## src/rtl/fp_add_seq_if.sv

```systemverilog
// fp_add_seq_if: start/busy/done handshake and operand/result bus of the FP add sequencer
interface fp_add_seq_if;
  logic        start;
  logic        op_sub;
  logic [31:0] a;
  logic [31:0] b;
  logic        busy;
  logic        done;
  logic [31:0] result;
  logic        ovf;
  logic        unf;
  modport master (output start, op_sub, a, b, input busy, done, result, ovf, unf);
  modport slave (input start, op_sub, a, b, output busy, done, result, ovf, unf);
endinterface

```

## src/rtl/fp_add_seq.sv

```systemverilog
// fp_add_seq: multi-cycle single-precision add/sub, truncating, denormals flushed to zero
module fp_add_seq #(
  parameter int MAN_W = 24,
  parameter int EXP_W = 8
) (
  input logic        clk,
  input logic        rst,
  fp_add_seq_if.slave bus
);
  typedef enum logic [2:0] {IDLE, ALIGN, ADD, NORM, FINISH} state_t;
  localparam logic [31:0] QNAN = 32'h7FC00000;
  localparam logic [EXP_W-1:0] EMAX = {EXP_W{1'b1}};
  state_t state;
  logic [31:0] ra, rb;
  logic rsub, sx, same;
  logic [EXP_W-1:0] ex;
  logic [MAN_W-1:0] mx, my, s;
  logic [EXP_W-1:0] ea, eb, ex_n, ey_n, d;
  logic [MAN_W-2:0] fa, fb;
  logic sa, sb, a_ge, nan_a, nan_b, inf_a, inf_b, special;
  logic [MAN_W-1:0] mx_n, my_raw, my_n;
  logic [31:0] spec_res;
  logic [MAN_W:0] sum;
  // unpack captured operands, order by magnitude, align the smaller one, resolve specials
  always_comb begin
    ea = ra[30:23];
    eb = rb[30:23];
    fa = ea == '0 ? '0 : ra[22:0];
    fb = eb == '0 ? '0 : rb[22:0];
    sa = ra[31];
    sb = rb[31] ^ rsub;
    a_ge = {ea, fa} >= {eb, fb};
    ex_n = a_ge ? ea : eb;
    ey_n = a_ge ? eb : ea;
    mx_n = a_ge ? {ea != '0, fa} : {eb != '0, fb};
    my_raw = a_ge ? {eb != '0, fb} : {ea != '0, fa};
    d = ex_n - ey_n;
    my_n = d >= EXP_W'(MAN_W + 1) ? '0 : my_raw >> d;
    nan_a = ea == EMAX && ra[22:0] != '0;
    nan_b = eb == EMAX && rb[22:0] != '0;
    inf_a = ea == EMAX && ra[22:0] == '0;
    inf_b = eb == EMAX && rb[22:0] == '0;
    special = ea == EMAX || eb == EMAX;
    spec_res = nan_a || nan_b || (inf_a && inf_b && sa != sb) ? QNAN : {inf_a ? sa : sb, EMAX, 23'b0};
    sum = same ? {1'b0, mx} + {1'b0, my} : {1'b0, mx} - {1'b0, my};
  end
  // sequencer: capture, align, add, normalise one bit per cycle, publish result in FINISH
  always_ff @(posedge clk) begin
    if (rst) begin
      state <= IDLE;
      bus.busy <= 1'b0;
      bus.done <= 1'b0;
      bus.result <= '0;
      bus.ovf <= 1'b0;
      bus.unf <= 1'b0;
    end else begin
      case (state)
        IDLE: if (bus.start) begin
          ra <= bus.a;
          rb <= bus.b;
          rsub <= bus.op_sub;
          bus.ovf <= 1'b0;
          bus.unf <= 1'b0;
          bus.busy <= 1'b1;
          state <= ALIGN;
        end
        ALIGN: if (special) begin
          bus.result <= spec_res;
          bus.done <= 1'b1;
          state <= FINISH;
        end else begin
          ex <= ex_n;
          mx <= mx_n;
          my <= my_n;
          sx <= a_ge ? sa : sb;
          same <= sa == sb;
          state <= ADD;
        end
        ADD: if (sum == '0) begin
          bus.result <= '0;
          bus.done <= 1'b1;
          state <= FINISH;
        end else if (sum[MAN_W]) begin
          bus.result <= ex == EMAX - 1'b1 ? {sx, EMAX, 23'b0} : {sx, ex + 1'b1, sum[MAN_W-1:1]};
          bus.ovf <= ex == EMAX - 1'b1;
          bus.done <= 1'b1;
          state <= FINISH;
        end else if (sum[MAN_W-1]) begin
          bus.result <= {sx, ex, sum[MAN_W-2:0]};
          bus.done <= 1'b1;
          state <= FINISH;
        end else begin
          s <= sum[MAN_W-1:0];
          state <= NORM;
        end
        NORM: if (ex == EXP_W'(1)) begin
          bus.result <= {sx, 31'b0};
          bus.unf <= 1'b1;
          bus.done <= 1'b1;
          state <= FINISH;
        end else begin
          s <= s << 1;
          ex <= ex - 1'b1;
          if (s[MAN_W-2]) begin
            bus.result <= {sx, ex - 1'b1, s[MAN_W-3:0], 1'b0};
            bus.done <= 1'b1;
            state <= FINISH;
          end
        end
        FINISH: begin
          bus.done <= 1'b0;
          bus.busy <= 1'b0;
          state <= IDLE;
        end
        default: state <= IDLE;
      endcase
    end
  end
endmodule

```

## src/flat_wrapper.sv

```systemverilog
// flat-port wrapper written by rule: the top's interface ports become plain ports
module fp_add_seq_flat 
#(
  parameter int MAN_W = 24,
  parameter int EXP_W = 8
)
  (clk, rst, bus_start, bus_op_sub, bus_a, bus_b, bus_busy, bus_done, bus_result, bus_ovf, bus_unf);
  fp_add_seq_if bus_i ();
  input logic clk;
  input logic rst;
  input wire logic [$bits(bus_i.start)-1:0] bus_start;
  input wire logic [$bits(bus_i.op_sub)-1:0] bus_op_sub;
  input wire logic [$bits(bus_i.a)-1:0] bus_a;
  input wire logic [$bits(bus_i.b)-1:0] bus_b;
  output wire logic [$bits(bus_i.busy)-1:0] bus_busy;
  output wire logic [$bits(bus_i.done)-1:0] bus_done;
  output wire logic [$bits(bus_i.result)-1:0] bus_result;
  output wire logic [$bits(bus_i.ovf)-1:0] bus_ovf;
  output wire logic [$bits(bus_i.unf)-1:0] bus_unf;
  assign bus_i.start = bus_start;
  assign bus_i.op_sub = bus_op_sub;
  assign bus_i.a = bus_a;
  assign bus_i.b = bus_b;
  assign bus_busy = bus_i.busy;
  assign bus_done = bus_i.done;
  assign bus_result = bus_i.result;
  assign bus_ovf = bus_i.ovf;
  assign bus_unf = bus_i.unf;
  fp_add_seq #(.MAN_W(MAN_W), .EXP_W(EXP_W)) u_core (.clk(clk), .rst(rst), .bus(bus_i));
endmodule
```

## config.mk

```make
export PLATFORM = sky130hd
export DESIGN_NAME = fp_add_seq_flat
export DESIGN_NICKNAME = d
export VERILOG_FILES = /design/src/rtl/fp_add_seq_if.sv /design/src/rtl/fp_add_seq.sv /design/src/flat_wrapper.sv
export SDC_FILE = /design/constraint.sdc
export NUM_CORES = 1
export LEC_CHECK = 0
export CAP_MARGIN = 40
export CELL_PAD_IN_SITES_DETAIL_PLACEMENT = 1
export CELL_PAD_IN_SITES_GLOBAL_PLACEMENT = 2
export CORE_UTILIZATION = 34
export DETAILED_ROUTE_END_ITERATION = 10
export PLACE_DENSITY = 0.79
export SYNTH_ARGS = -nofsm -noshare
export SYNTH_HDL_FRONTEND = slang
export SYNTH_SLANG_ARGS = --single-unit
```

## constraint.sdc

```tcl
create_clock -name clk -period 5.6 [get_ports clk]
set_input_delay 0.84 -clock clk [delete_from_list [all_inputs] [get_ports clk]]
set_output_delay 0.84 -clock clk [all_outputs]
set_load 0.02 [all_outputs]
```

Word level (Yosys, flattened, before mapping)
Index checks and enable logic that the tools add are counted.

Register bits after elaboration: 185. Bits of input ports: 68. Output and inout port bits: 36. Word-level logic and storage cells: 132.

$add $sub $neg: 5. $lt $le $gt $ge: 2. Eq/ne operators: 21. Shift-type cells: 1. Mux-type cells: 49. Bitwise logic cells: 3. Reductions and logical operators: 36.

Operators by type and width (number): $mux W32 (7); $mux W23 (6); $pmux W32 S3 (1); $mux W24 (2); $logic_not A23 Y1 (2); $pmux W23 S2 (1); $reduce_bool A23 Y1 (2); $mux W8 (4); $ge A31 B31 Y1 (1); $mux W31 (1); $add A24 B24 Y25 (1); $logic_not A25 Y1 (1); $mux W25 (1); $sub A24 B24 Y25 (1); $eq A8 B8 Y1 const B (3); $shr A24 B8 Y24 (1); $mux W3 (7); $logic_not A8 Y1 (2); $pmux W8 S2 (1); $reduce_and A4 Y1 (4); $reduce_bool A8 Y1 (2); $mux W1 (13); $ne A2 B2 Y1 const B (6); $pmux W3 S4 (1); other kinds (26) (46).

Depth between registers and ports, before layout
Word-level depth: 8. Gate-level depth with buffers: 29. Gate-level depth less buffers: 23.

Worst setup path before layout
Ideal clock, no wire load.

Kind: reg2reg. Start: register u_core.rb[23]. End: register u_core.my[0] (data pin). Library setup time: 0.263 ns. Arrival time: 5.834 ns. Data required time: 5.337 ns. Setup slack: -0.497 ns. Cell stages (with the launch flop): 23. Path buffers: 6. Period minus slack after synthesis: 6.097 ns. Cells stage by stage: edfxtp_1 -> or4_1 -> or2_2 -> clkbuf_1 -> clkbuf_1 -> nand2_1 -> ha_1 -> a21o_1 -> a21o_1 -> a21o_1 -> or3_4 -> o211a_4 -> nor2_4 -> buf_2 -> clkbuf_1 -> nor2_1 -> a21oi_1 -> ha_1 -> clkbuf_1 -> clkbuf_1 -> mux4_2 -> a32oi_1 -> a21oi_1.

Longest elaborated chain between the ends: 6. Elaborated cells on any way between the ends: 10. Classes of those cells: 1 x add/sub; 2 x order compare; 1 x shift; 4 x mux; 2 x reduce/logical.

Ends and longest elaborated chain: start, declared (RTL line fp_add_seq.sv:14) `logic [31:0] ra, rb;`; start signal, assigned (RTL line fp_add_seq.sv:60) `rb <= bus.b;`; $logic_not A8 Y1 (RTL line fp_add_seq.sv:29) `fb = eb == '0 ? '0 : rb[22:0];`; $mux W23 (RTL line fp_add_seq.sv:29); $ge A31 B31 Y1 (RTL line fp_add_seq.sv:32) `a_ge = {ea, fa} >= {eb, fb};`; $mux W8 (on tied branches) (RTL line fp_add_seq.sv:33, fp_add_seq.sv:34); $sub A8 B8 Y8 (RTL line fp_add_seq.sv:37) `d = ex_n - ey_n;`; $shr A24 B8 Y24 / $ge A8 B5 Y1 (equally long branches) (RTL line fp_add_seq.sv:38) `my_n = d >= EXP_W'(MAN_W + 1) ? '0 : my_raw >> d;`; end signal, assigned (RTL line fp_add_seq.sv:74) `my <= my_n;`; end, declared (RTL line fp_add_seq.sv:17) `logic [MAN_W-1:0] mx, my, s;`.

Several ways; a longest one is shown, not always the timed one. A chain may end at the register's enable or synchronous reset.

Worst setup path after layout
Start: register u_core.rb[29]. End: register u_core.my[7] (data pin).

The elaborated chain is that of the path after synthesis.

==> results.cfg <==
[sta]
final.setup.tns_ns = 0
period_share_pct = 96.2
worst_slew_pin_slew_ns = 0.824
worst_clock_skew_ns = 0.0247
final.min_clock_period_ns = 5.38
rsz0062_at_grt = yes
final_critical_path_setup_slack_ns = 0.215
max_freq_mhz = 186
finalHoldViolCount = 0
drv_slew = 0
timing.max_slew.rel_slack_pct = 44.2
setup-violations-final = 0

[setup_path]
startpoint_type = flip-flop
r2r_slack_ns = 0.22
crit_path_frequent_cell = sky130_fd_sc_hd__buf_4
worstPathArrival_ns = 5.57
critical_path_peak_fanout = 14
worst_path_class_setup = reg2reg
critPathMaxStageDelay_ns = 0.56
path_buf_inv = 4
crit_required_ns = 5.78
timing.critical_path.max_delay_family = simple AND/OR/NAND/NOR gates
r2r_start = u_core.rb[29]$_DFFE_PP_
end_kind = flip-flop
worst_path_max_delay_cell = sky130_fd_sc_hd__or4_4
critPathLaunch = u_core.rb[29]$_DFFE_PP_
path_cells = or4_4 > or2_4 > buf_4 > and2_1 > inv_1 > ha_1 > a21o_1 > a21o_1 > or3_4 > o211a_4 > nor2_4 > nor2_1 > a21oi_1 > ha_1 > nor2_1 > o22ai_1 > a21oi_1 > o221ai_2 > buf_4 > xor2_1 > o211ai_1 > nand4_1 > buf_4 > o32ai_1

[worst_hold_path]
hp-start = u_core.bus.done$_SDFFE_PP0P_
min-delay-path-class = reg2reg

[placed_design]
dpl.hpwl_um = 33100
placement.setup.worst_slack_ns = -0.0708
gp_congestion = 0.859
place_inst = 1994
io_buffer_count = 103

[cts]
tritoncts = done
clk_pin_slew_ns = 0.08
clockRootBuffer = sky130_fd_sc_hd__clkbuf_16
tritoncts.num_buffers = 17
cts_hold_buffers = 0
cts_max_level = 4
clock_sink_count = 185
clock_insertion_delay_worst_skew_ns = 0.46
max-clock-path-buffers = 2

[power]
power.leakage_nw = 5.84
post-layout-total-power_mw = 4.26
vdd.ir_drop.worst_mv = 0.193
pd_cells_mw_per_mm2 = 272

[run]
max-cap-violations = 0

[drt]
antenna_left = 0
drt_iter0_markers = 813
detailroute.via_count = 11300
average_wire_per_cell_in_the_routed_design_um = 20.6
drt-vias-per-instance = 5.57
drt_pre_antenna_iters = 7
detail_route.drc_violations = 0
detailed_route_wire_length_um = 41900

[logic_synthesis]
synth_async_sr_flop_share_pct = 0
yosysUniqueCellTypes = 94
yosys_warnings = 0
total_standard_cell_area_after_synthesis_sq_mm = 0.0130
synth.ff_latch_count = 185
synth_ff_type = sky130_fd_sc_hd__edfxtp_1
edff_count_synth = 146
post_synth.cell_area_avg_sq_um = 9.38
post_synth_inst_count = 1386
synthesis.nets = 1514
synth.yosys.seq_area_share_pct = 39.7

[global_route]
maximum_number_of_pins_on_one_net_before_global_route_repair = 67
initial_antenna_violation_count = 1
grtUsageTotal_pct = 22.1
grt-ovfl-total = 0
first_global_vias = 11700
grt_first_pass_wirelength_um = 66300

[layout]
drive_above_1_share_pct = 13.1
final-seq-area_sq_mm = 0.00516
multi_input_area_sq_mm = 0.00739
layout.cells.non_filler = 2029
layout-area-overhead-vs-synth_pct = 20.4
insertedDiodeCount = 0
finish.utilization_pct = 41.6
nFillCells = 4345
finalNetCount = 1633

[die]
initial_utilization_pct = 34.5
core_area_sq_mm = 0.0377
die_height_um = 198
std_cell_rows = 71
pin_count = 104
die_width_um = 198
die_area_sq_mm = 0.0390

[outcome]
result_of_the_run = completed
-- per-layer routing --
metal	GRT usage, %	routed length (um)	vias to the layer above
li1	-	-	5410
met2	36.5	19700	269
met5	0	0	-
met3	3.18	1460	42
met1	29.8	19700	5584
met4	6.75	967	0
-- final timing paths --
| check | endpoint | cells after the start |
|---|---|---|
| min | u_core.bus.done$_SDFFE_PP0P_ | 1 |
| max | u_core.my[7]$_SDFFCE_PP0P_ | 24 |
| max reg2reg | u_core.my[7]$_SDFFCE_PP0P_ | 24 |
| min reg2reg | u_core.bus.done$_SDFFE_PP0P_ | 1 |
-- area by class of cell --
cell class,instances,area share [%]
clock buffers,18,2.74
inverters,68,1.63
clock inverters,14,0.751
repair buffers,176,10.6
multi-input cells,1057,47.2
flip-flops and latches,185,33.0
well taps,511,4.08
-- sequential cells by signal, indices dropped and copies added, names as in the netlist --
| name | flops |
|---|---|
| u_core.ex | 8 |
| u_core.bus.unf | 1 |
| u_core.rsub | 1 |
| u_core.bus.done | 1 |
| u_core.bus.result | 32 |
| u_core.s | 23 |
| u_core.same | 1 |
| u_core.bus.busy | 1 |
| u_core.rb | 32 |
| u_core.my | 24 |
| u_core.ra | 32 |
| u_core.state | 3 |
| u_core.mx | 24 |
| u_core.bus.ovf | 1 |
| u_core.sx | 1 |
-- cells in the final DEF (no fill, tap or decap), types with 19 or more instances in the layout --
cell / count
sky130_fd_sc_hd__ha_1: 59
sky130_fd_sc_hd__clkdlybuf4s50_1: 103
sky130_fd_sc_hd__inv_1: 67
sky130_fd_sc_hd__mux4_2: 29
sky130_fd_sc_hd__a31oi_1: 22
sky130_fd_sc_hd__dfxtp_1: 39
sky130_fd_sc_hd__xnor2_1: 22
sky130_fd_sc_hd__buf_4: 63
sky130_fd_sc_hd__nand2_1: 160
sky130_fd_sc_hd__o21ai_0: 78
sky130_fd_sc_hd__nor3_1: 66
sky130_fd_sc_hd__a21o_1: 20
sky130_fd_sc_hd__nor4_1: 19
sky130_fd_sc_hd__a21oi_1: 77
sky130_fd_sc_hd__nor2_1: 103
sky130_fd_sc_hd__nand3_1: 32
sky130_fd_sc_hd__xor2_1: 26
sky130_fd_sc_hd__edfxtp_1: 146
sky130_fd_sc_hd__mux2i_1: 44
-- timing repair --
action                                  in CTS  in global routing
gates resized for setup                      3                 12
pin swaps                                    0                  4
endpoints found under the setup margin      14                 80
setup buffers                                1                  2
-- cells by family after synthesis --
| logic type | count (synthesis) | share of synthesized area [%] |
|---|---|---|
| simple gates | 520 | 19.8 |
| xor+xnor | 52 | 3.56 |
| compound gates | 334 | 16.9 |
| buf+inv | 144 | 4.34 |
| flops | 185 | 39.7 |
| fa+ha+maj | 62 | 5.99 |
| mux | 89 | 9.79 |
-- per-stage QoR --
step | cell area, sq um | hold slack (ns)
after global placement | 15000 | 0.450
final | 15700 | 0.470
after CTS | 15600 | 0.474
after detailed placement | 15000 | 0.457
after floorplan | 13100 | 0.501
after global routing | 15700 | 0.499
-- report_power, final --
part | internal (mW) | switching (mW) | leakage, nW
combinational | 0.612 | 0.841 | 3.92
sequential | 1.59 | 0.0551 | 1.65
clock | 0.582 | 0.580 | 0.272
-- cell usage after synthesis (11+ instances only) --
master                     instances  share of area (%)
sky130_fd_sc_hd__o22ai_1          14               0.67
sky130_fd_sc_hd__nand2_1         161                4.6
sky130_fd_sc_hd__clkbuf_1         52                1.5
sky130_fd_sc_hd__mux4_2           29                5.0
sky130_fd_sc_hd__nor2b_1          12               0.58
sky130_fd_sc_hd__nor2_1          105                3.0
sky130_fd_sc_hd__and2_1           17               0.82
sky130_fd_sc_hd__mux2i_1          44                3.4
sky130_fd_sc_hd__inv_1            67                1.9
sky130_fd_sc_hd__nor4_1           19               0.91
sky130_fd_sc_hd__a21oi_1          78                3.0
sky130_fd_sc_hd__xor2_1           28                1.9
sky130_fd_sc_hd__nand3_1          32                1.2
sky130_fd_sc_hd__a31oi_1          22                1.1
sky130_fd_sc_hd__a21o_1           20                1.2
sky130_fd_sc_hd__ha_1             59                5.7
sky130_fd_sc_hd__nand4_1          15               0.72
sky130_fd_sc_hd__xnor2_1          23                1.5
sky130_fd_sc_hd__a311oi_1         11               0.74
sky130_fd_sc_hd__o21ai_0          78                3.0
sky130_fd_sc_hd__edfxtp_1        146                 34
sky130_fd_sc_hd__nand2b_1         16               0.77
sky130_fd_sc_hd__a211oi_1         20                1.2
sky130_fd_sc_hd__or3_1            13               0.63
sky130_fd_sc_hd__o211ai_1         12               0.69
sky130_fd_sc_hd__mux2_2           16                1.4
sky130_fd_sc_hd__dfxtp_1          39                6.0
sky130_fd_sc_hd__nor3_1           69                2.7
sky130_fd_sc_hd__buf_1            12               0.35
-- worst register-to-register path, cell delays in order (launching register included) --
cell and delay, ns:
sky130_fd_sc_hd__edfxtp_1 0.41, sky130_fd_sc_hd__or4_4 0.56, sky130_fd_sc_hd__or2_4 0.34, sky130_fd_sc_hd__buf_4 0.19, sky130_fd_sc_hd__and2_1 0.18, sky130_fd_sc_hd__inv_1 0.10, sky130_fd_sc_hd__ha_1 0.25, sky130_fd_sc_hd__a21o_1 0.16
sky130_fd_sc_hd__a21o_1 0.20, sky130_fd_sc_hd__or3_4 0.39, sky130_fd_sc_hd__o211a_4 0.31, sky130_fd_sc_hd__nor2_4 0.14, sky130_fd_sc_hd__nor2_1 0.06, sky130_fd_sc_hd__a21oi_1 0.12, sky130_fd_sc_hd__ha_1 0.22, sky130_fd_sc_hd__nor2_1 0.07
sky130_fd_sc_hd__o22ai_1 0.13, sky130_fd_sc_hd__a21oi_1 0.08, sky130_fd_sc_hd__o221ai_2 0.19, sky130_fd_sc_hd__buf_4 0.17, sky130_fd_sc_hd__xor2_1 0.31, sky130_fd_sc_hd__o211ai_1 0.14, sky130_fd_sc_hd__nand4_1 0.12, sky130_fd_sc_hd__buf_4 0.16
sky130_fd_sc_hd__o32ai_1 0.10
Note: power is estimated with default switching activity, not from simulation.
